==> config.mk <==
export PLATFORM = sky130hd
export DESIGN_NAME = mult_arbiter
export DESIGN_NICKNAME = d
export VERILOG_FILES = /design/src/rtl/mult_arb_pkg.sv /design/src/rtl/rr_arbiter.sv /design/src/rtl/mult_arbiter.sv
export SDC_FILE = /design/constraint.sdc
export NUM_CORES = 1
export LEC_CHECK = 0
export CAP_MARGIN = 5
export CORE_MARGIN = 3
export CORE_UTILIZATION = 46
export DETAILED_ROUTE_END_ITERATION = 7
export GPL_ROUTABILITY_DRIVEN = 0
export PLACE_DENSITY = 0.89
export SYNTH_ARGS = -nofsm -noshare
export SYNTH_HDL_FRONTEND = slang
export SYNTH_HIERARCHICAL = 1
export SYNTH_SLANG_ARGS = --single-unit
==> constraint.sdc <==
create_clock -name clk -period 5.1 [get_ports clk]
set_input_delay 1.53 -clock clk [delete_from_list [all_inputs] [get_ports clk]]
set_output_delay 1.53 -clock clk [all_outputs]
set_load 0.1 [all_outputs]
==> src/rtl/mult_arb_pkg.sv <==
// Shared state encoding and defaults for the multiplier arbiter.
package mult_arb_pkg;

   typedef enum logic [1:0] {IDLE, ISSUE, BUSY, RESP} arb_state_t;

   localparam int unsigned DEF_TIMEOUT = 15;

endpackage

==> src/rtl/rr_arbiter.sv <==
// Combinational round-robin picker: first asserted request at or after ptr, wrapping.
module rr_arbiter #(
   parameter int unsigned NREQ = 4
) (
   input  logic [NREQ-1:0]         req,
   input  logic [$clog2(NREQ)-1:0] ptr,
   input  logic                    en,
   output logic [NREQ-1:0]         gnt,
   output logic [$clog2(NREQ)-1:0] gnt_idx
);

   localparam int unsigned IW = $clog2(NREQ);

   logic found;

   // Pass 0 scans ptr..NREQ-1, pass 1 wraps around to 0..ptr-1.
   always_comb begin
      gnt     = '0;
      gnt_idx = '0;
      found   = 1'b0;
      if (en) begin
         for (int unsigned pass = 0; pass < 2; pass++) begin
            for (int unsigned i = 0; i < NREQ; i++) begin
               if (!found && req[i] && (pass == 1 || IW'(i) >= ptr)) begin
                  found   = 1'b1;
                  gnt[i]  = 1'b1;
                  gnt_idx = IW'(i);
               end
            end
         end
      end
   end

endmodule

==> src/rtl/mult_arbiter.sv <==
// Shares one sequential multiplier among NREQ requesters with round-robin grants,
// returning each product tagged with the winner's id; sticky err on mult timeout.
module mult_arbiter
   import mult_arb_pkg::*;
#(
   parameter int unsigned NREQ    = 4,
   parameter int unsigned W       = 4,
   parameter int unsigned TIMEOUT = DEF_TIMEOUT
) (
   input  logic                    clk,
   input  logic                    reset,
   input  logic [NREQ-1:0]         req_valid,
   input  logic [NREQ*W-1:0]       req_mcand,
   input  logic [NREQ*W-1:0]       req_mplier,
   output logic [NREQ-1:0]         req_ready,
   output logic                    rsp_valid,
   input  logic                    rsp_ready,
   output logic [$clog2(NREQ)-1:0] rsp_id,
   output logic [2*W-1:0]          rsp_product,
   output logic                    mult_start,
   output logic [W-1:0]            mult_mcand,
   output logic [W-1:0]            mult_mplier,
   input  logic                    mult_rdy,
   input  logic [2*W-1:0]          mult_product,
   output logic                    err
);

   localparam int unsigned IW = $clog2(NREQ);
   localparam int unsigned CW = $clog2(TIMEOUT + 1);

   arb_state_t     state_q, state_d;
   logic [IW-1:0]  ptr_q, ptr_d;
   logic [IW-1:0]  id_q, id_d;
   logic [W-1:0]   mcand_q, mcand_d;
   logic [W-1:0]   mplier_q, mplier_d;
   logic [2*W-1:0] prod_q, prod_d;
   logic [CW-1:0]  cnt_q, cnt_d;
   logic           err_q, err_d;
   logic [NREQ-1:0] gnt;
   logic [IW-1:0]  gnt_idx;
   logic           arb_en;

   assign arb_en = (state_q == IDLE) && mult_rdy && !reset;

   rr_arbiter #(.NREQ(NREQ)) u_rr (
      .req     (req_valid),
      .ptr     (ptr_q),
      .en      (arb_en),
      .gnt     (gnt),
      .gnt_idx (gnt_idx)
   );

   always_comb begin
      state_d  = state_q;
      ptr_d    = ptr_q;
      id_d     = id_q;
      mcand_d  = mcand_q;
      mplier_d = mplier_q;
      prod_d   = prod_q;
      cnt_d    = cnt_q;
      err_d    = err_q;
      unique case (state_q)
         IDLE: begin
            if (|gnt) begin
               for (int unsigned i = 0; i < NREQ; i++) begin
                  if (gnt[i]) begin
                     mcand_d  = req_mcand[i*W +: W];
                     mplier_d = req_mplier[i*W +: W];
                  end
               end
               id_d    = gnt_idx;
               ptr_d   = (gnt_idx == IW'(NREQ - 1)) ? '0 : gnt_idx + 1'b1;
               state_d = ISSUE;
            end
         end
         ISSUE: begin
            cnt_d   = '0;
            state_d = BUSY;
         end
         BUSY: begin
            // cnt_q == 0 marks the blanking cycle where mult_rdy is still the stale idle value.
            cnt_d = cnt_q + 1'b1;
            if (cnt_q != '0 && mult_rdy) begin
               prod_d  = mult_product;
               state_d = RESP;
            end else if (cnt_d == CW'(TIMEOUT)) begin
               err_d   = 1'b1;
               prod_d  = '0;
               state_d = RESP;
            end
         end
         RESP: begin
            if (rsp_ready) state_d = IDLE;
         end
         default: state_d = IDLE;
      endcase
   end

   always_ff @(posedge clk) begin
      if (reset) begin
         state_q  <= IDLE;
         ptr_q    <= '0;
         id_q     <= '0;
         mcand_q  <= '0;
         mplier_q <= '0;
         prod_q   <= '0;
         cnt_q    <= '0;
         err_q    <= 1'b0;
      end else begin
         state_q  <= state_d;
         ptr_q    <= ptr_d;
         id_q     <= id_d;
         mcand_q  <= mcand_d;
         mplier_q <= mplier_d;
         prod_q   <= prod_d;
         cnt_q    <= cnt_d;
         err_q    <= err_d;
      end
   end

   assign req_ready   = gnt;
   assign rsp_valid   = (state_q == RESP);
   assign rsp_id      = id_q;
   assign rsp_product = prod_q;
   assign mult_start  = (state_q == ISSUE);
   assign mult_mcand  = mcand_q;
   assign mult_mplier = mplier_q;
   assign err         = err_q;

endmodule

======== After elaboration in Yosys (flattened, before gate mapping) ========
Index checks and enable logic that the tools add are counted.
cells by class
  add/subtract/negate cells ............... 2
  magnitude comparators ................... 4
  equality and inequality tests ........... 8
  muxes and demuxes ....................... 47
  bitwise gates (word level) .............. 1
  reductions and logical operators ........ 33
operators with widths
  cell                                                                                count
  4-bit 2-to-1 mux                                                                    9
  2-bit 2-to-1 mux                                                                    12
  1-bit 2-to-1 mux                                                                    22
  8-bit 2-to-1 mux                                                                    2
  1-bit logical AND                                                                   14
  3-bit AND reduction                                                                 3
  1-bit logical NOT                                                                   8
  2-bit case mux with 4 select lines                                                  1
  4-bit case mux with 2 select lines                                                  1
  4-bit nonzero test                                                                  2
  2-bit == test, second input constant                                                3
  4-bit by 1-bit adder with 4-bit output, second input constant                       1
  4-bit == test, second input constant                                                1
  1-bit by 2-bit greater-or-equal comparator with 1-bit output, first input constant  2
  2-bit greater-or-equal comparator, first input constant                             2
  2-bit by 1-bit inequality test with 1-bit output, second input constant             2
  2-bit AND reduction                                                                 2
  2-bit nonzero test                                                                  2
  4-bit OR reduction                                                                  1
  3-bit inequality test, second input constant                                        1
  2-bit by 1-bit adder with 2-bit output, second input constant                       1
  2-bit by 1-bit == test with 1-bit output, second input constant                     1
  2-bit logical NOT                                                                   1
  1-bit inverter                                                                      1
word-level totals
  register bits after elaboration ......... 27
  output and inout bits ................... 25
  logic and storage cells ................. 103

======== Longest topological paths before layout ========
  word-level depth ........................ 39
  depth in mapped cells ................... 12
  gate-level depth less buffers ........... 9

======== By module ========
The synthesis kept the hierarchy.
modules (own cells, without submodules)
  module        instances  cells each  area each (sq um)  seq. area each (sq um)
  mult_arbiter  1          178         1591.5             540.5
  rr_arbiter    1          29          153.9              0.0

======== Least setup slack after synthesis ========
No wires, ideal clock.
  path type ............................... input -> output
  start point ............................. input reset
  end point ............................... output req_ready[1]
  arrival time ............................ 3468 ps
  required time ........................... 3570 ps
  setup slack ............................. 102 ps
  stages .................................. 5
  path buffers ............................ 1
  cells stage by stage .................... clkinv_1 clkbuf_1 and3_1 inv_1 nor2_1
between the ends
  word-level cells in the longest chain between the ends .. 3
RTL lines
  item               RTL line            source
  start, declared    mult_arbiter.sv:11  input logic reset,
  1-bit logical NOT  mult_arbiter.sv:43  assign arb_en = (state_q == IDLE) && mult_rdy && !reset;
  1-bit logical AND  mult_arbiter.sv:43
  named net arb_en   mult_arbiter.sv:41  logic arb_en;
  4-bit 2-to-1 mux   rr_arbiter.sv:21    if (en) begin
  end, declared      mult_arbiter.sv:15  output logic [NREQ-1:0] req_ready,
The timed path passes the listed nets, and every way through them passes these cells.

======== Worst setup path in the final report ========
  start point ............................. input req_valid[1]
  end point ............................... output req_ready[0]
between the ends
  word-level cells in the longest chain between the ends .. 18
RTL lines
  item                              RTL line            source
  start, declared                   mult_arbiter.sv:12  input logic [NREQ-1:0] req_valid,
  1-bit logical AND * (2 in a row)  rr_arbiter.sv:24    if (!found && req[i] && (pass == 1 || IW'(i) >= ptr)) begin
  1-bit 2-to-1 mux *                rr_arbiter.sv:24
  1-bit 2-to-1 mux *                rr_arbiter.sv:21
  1-bit logical NOT                 rr_arbiter.sv:24
  1-bit logical AND (2 in a row)    rr_arbiter.sv:24
  1-bit 2-to-1 mux *                rr_arbiter.sv:24
  1-bit 2-to-1 mux *                rr_arbiter.sv:21
  1-bit logical NOT                 rr_arbiter.sv:24
  1-bit logical AND (2 in a row)    rr_arbiter.sv:24
  1-bit 2-to-1 mux *                rr_arbiter.sv:24
  1-bit 2-to-1 mux *                rr_arbiter.sv:21
  1-bit logical NOT *               rr_arbiter.sv:24
  1-bit logical AND *               rr_arbiter.sv:24
  1-bit 2-to-1 mux *                rr_arbiter.sv:24
  4-bit 2-to-1 mux *                rr_arbiter.sv:21
Every way passes the cells marked *; elsewhere a longest branch is shown, timed or not. The select of a mux whose other input is x is not followed.

==> results.md <==
Status:
- The run finished with clean final reports.

Yosys:
- The commonest cells after synthesis are sky130_fd_sc_hd__dfxtp_1 (27), sky130_fd_sc_hd__o21ai_0 (27), sky130_fd_sc_hd__nand2_1 (19).
- The synthesized netlist occupies a cell area of 1750 µm².
- The average size of a mapped cell is 8.43 µm².
- The cell taking the most area after synthesis is sky130_fd_sc_hd__dfxtp_1.
- The Yosys step of the flow raised 6 warnings.
- For this run, the leading register cell type out of synthesis is sky130_fd_sc_hd__dfxtp_1.
- Summed over its instances, the top area cell type makes up 31.0% of the synthesized netlist area.
- After synthesis, the share of flip-flops with an asynchronous set or reset is 0%.
- The number of nets in the synthesized netlist is 264.
- For this run, the register share of the synthesized area comes to 31.0%.
- The flip-flop and latch count after synthesis is 27.
- Ranked by total cell area, the synthesized netlist is headed by sky130_fd_sc_hd__dfxtp_1 (31%), sky130_fd_sc_hd__mux2i_1 (9.7%), sky130_fd_sc_hd__o21ai_0 (7.7%).
- The post-synthesis cell count is 207.
- Synthesis instantiated 42 different standard cells from the library.
- The number of enable flip-flop cells after synthesis is 0.

STA:
- The final number of max-transition violations is 0.
- The routed design could run at a clock period as short as 4.55 ns.
- At the pin with the least slew margin, the transition time is 1.14 ns.
- Between clock sinks in the finished design, the worst skew comes to 0.00602 ns.
- Setup repair after global routing left no endpoint under its margin.
- The count of final hold-check violations was 0.
- The total negative slack for setup checks is 0 ns.
- Timing would allow up to 220 MHz.
- Setup violations remaining at the end of the flow were counted as 0.
- Measured against its own limit, the worst slew margin works out to 24.1%.
- The part of the cycle the worst path needs is 89.2%.

GRT:
- The residual overflow from global routing is 0.
- The first-pass GRT wire length is 7.26 mm.
- The number of global-route vias before repair was 1630.
- The pin count of the biggest net entering global routing is 26.
- The initial antenna violation count is 0.
- The aggregate global-route resource usage is 19.9%.

Clock network:
- CTS built an H-tree with a depth of 1.
- The maximum root-to-sink buffer count is 2.
- The total CTS buffers is 3.
- The insertion delay to the later sink of the worst-skew pair is 0.27 ns.
- The clock root buffer is sky130_fd_sc_hd__clkbuf_8.
- The number of post-CTS setup repair buffers is 0.
- The CTS tree is done.
- Clock tree synthesis found a total of 27 sinks.
- Buffers inserted to repair hold after CTS numbered 0.
- Once the clock tree was built, the resizer swapped 0 gates to a different size.
- The clock transition time at the flip-flop clock pins of the worst setup and hold paths is 0.09 ns.

Power and ir drop:
- Dividing total power by cell area gives a power density of 346 nW/µm².
- The switching power total is 429 µW.
- In this run, the clock network consumes 13.4% of the power.
- For this design the static power due to leakage is 0.000894 µW.
- The proportion of total power due to net switching is 48.2%.
- The design internal power is 462 µW.
- The share of total power in combinational logic is 56.9%.
- The worst voltage drop across the vdd grid is 0.177 mV.
- The share of total power dissipated in sequential elements is 29.6%.

Routing:
- The starting DRC count in detailed routing is 106.
- After detailed routing, the number of remaining DRC violations is 0.
- The routed wire length is 4.63 mm.
- The vias after detailed routing is 1756.
- The first detailed-routing pass ran for 4 iterations.
- The number of antenna-violating nets in the routed design is 0.
- The number of vias per cell is 5.44.
- Dividing the detail-routed wire length by the instance count gives 14.3 µm.

Worst setup path:
- The highest net fanout along the worst path is 7.
- In this run the critical register-to-register path is launched from state_q[0]$_SDFFE_PP0P_.
- Counting both buffers and inverters, the worst setup path holds a total of 2.
- The critical path goes through clkdlybuf4s50_1, nor2_1, a21oi_1, o21ai_0, and3_1, buf_12.
- For the worst setup path, the data arrival time is 3.02 ns.
- The slowest cell on the critical path is sky130_fd_sc_hd__clkdlybuf4s50_1.
- The longest individual stage delay on the worst path is 0.51 ns.
- The kind of cell with the highest combined delay along the critical path is buffers and inverters.
- STA puts the critical path data required time at 3.57 ns.
- The type of the setup path with the least slack is in2out.
- The type of destination of the critical path is a primary output.
- The worst setup path is launched from an input port.
- The most critical setup path has its startpoint at req_valid[1].

Floorplan:
- The initial utilization of the core area, before any placement, comes to 49.9%.
- The die area is 4570 µm².
- The core area is 3490 µm².
- 73 I/O pins were placed.
- The width of the chip is 67.6 µm.
- Row generation in the floorplan step produced 21 rows.
- The vertical die dimension is 67.6 µm.

Final layout:
- The fraction of final layout cells with drive strength greater than 1 is 9.39%.
- The finished cells cover 2570 µm².
- The number of antenna diodes in the final layout is 0.
- The area growth from synthesis to layout is 47.4%.
- The final net count is 335.

Placement:
- The HPWL after detailed placement is 3.56 mm.
- The post-placement cell area is 2520 µm².
- The number of buffers inserted by port buffering is 72.

Job:
- The max-cap check violation count is 0.

Worst hold path:
- The class of the tightest hold or removal check is reg2reg.
- The startpoint identified for the worst hold timing path is rsp_id[1]$_SDFFE_PP0P_.
## sequential cells by signal, summed over array words and instances, names as in the netlist
signal and flops:
rsp_product 8, cnt_q 4, mult_mcand 4, mult_mplier 4
ptr_q 2, rsp_id 2, state_q 2, err 1
## per-stage QoR
stage / std cells / util (%) / total power [µW] / worst slack [ns] / hold slack, ns
2_1_floorplan: 207 / - / 650 / 0.102 / 0.468
3_3_place_gp: 319 / 72.2 / 765 / 0.620 / 0.444
3_5_place_dp: 319 / 72.2 / 774 / 0.561 / 0.450
4_1_cts: 323 / 73.6 / 897 / 0.561 / 0.463
5_1_grt: 323 / 73.6 / 938 / 0.471 / 0.481
6_report: 323 / 73.6 / 891 / 0.552 / 0.461
## cell type report
class / instances / area, µm²
Sequential cell: 27 / 541
Multi-Input combinational cell: 157 / 1080
Clock buffer: 3 / 41.3
Tap cell: 46 / 57.6
Inverter: 12 / 45.0
Fill cell: 283 / 922
Clock inverter: 1 / 7.51
Timing Repair Buffer: 77 / 798
## logic make-up (layout without fill, tap and decap cells)
group,Yosys count,after routing,synth area share [%]
compound gates,73,73,29.2
fa+ha+maj,9,9,6.45
buf+inv,23,93,7.02
flops,27,27,31.0
mux,18,18,10.4
simple gates,57,57,15.9
## worst paths after layout
| check | end | cells past startpoint | slack, ns |
|---|---|---|---|
| worst max-delay path | req_ready[0] | 6 | 0.55 |
| worst min-delay path | rsp_id[1]$_SDFFE_PP0P_ | 2 | 0.46 |
| worst max register to register | mult_mcand[3]$_SDFFE_PP0P_ | 10 | 2.06 |
| worst min register to register | rsp_id[1]$_SDFFE_PP0P_ | 2 | 0.46 |
## cell usage in the layout, fill, tap and decap left out, types with 2 or more instances in the layout
cell                              count
sky130_fd_sc_hd__a21oi_1             17
sky130_fd_sc_hd__o221ai_1             2
sky130_fd_sc_hd__ha_1                 9
sky130_fd_sc_hd__dfxtp_1             27
sky130_fd_sc_hd__nor2_1              16
sky130_fd_sc_hd__clkdlybuf4s50_1     68
sky130_fd_sc_hd__and3_1               4
sky130_fd_sc_hd__buf_12               4
sky130_fd_sc_hd__inv_1               10
sky130_fd_sc_hd__nand3_1              9
sky130_fd_sc_hd__nor2b_1              2
sky130_fd_sc_hd__a211oi_2             3
sky130_fd_sc_hd__mux2i_1             17
sky130_fd_sc_hd__o21ai_0             27
sky130_fd_sc_hd__buf_4                5
sky130_fd_sc_hd__nand2_1             19
sky130_fd_sc_hd__a21boi_2             2
sky130_fd_sc_hd__a32oi_1              9
sky130_fd_sc_hd__clkbuf_8             3
## worst reg2reg max path, stage by stage (launching register included)
cell                      delay (ns)
sky130_fd_sc_hd__dfxtp_1        0.36
sky130_fd_sc_hd__inv_1          0.12
sky130_fd_sc_hd__ha_1           0.27
sky130_fd_sc_hd__and3_1         0.28
sky130_fd_sc_hd__inv_1          0.09
sky130_fd_sc_hd__nor2_1         0.23
sky130_fd_sc_hd__buf_4          0.29
sky130_fd_sc_hd__nor4_4         0.08
sky130_fd_sc_hd__nor2b_1        0.88
sky130_fd_sc_hd__o21ai_0        0.22
sky130_fd_sc_hd__a21oi_1        0.17
## power groups by stage
stage,clock network [µW],registers (µW),logic [µW]
2_1_floorplan,0,406,245
3_3_place_gp,0,267,498
3_5_place_dp,0,268,505
4_1_cts,126,264,507
5_1_grt,132,269,537
6_report,120,264,507
## layer usage
metal	track usage, %	vias to the layer above	wire [µm]
li1	-	898	-
met2	34.9	76	2090
met4	3.80	0	13
met5	0	-	0
met1	24.6	780	2070
met3	4.83	2	448
(Power assumes the default switching activity.)
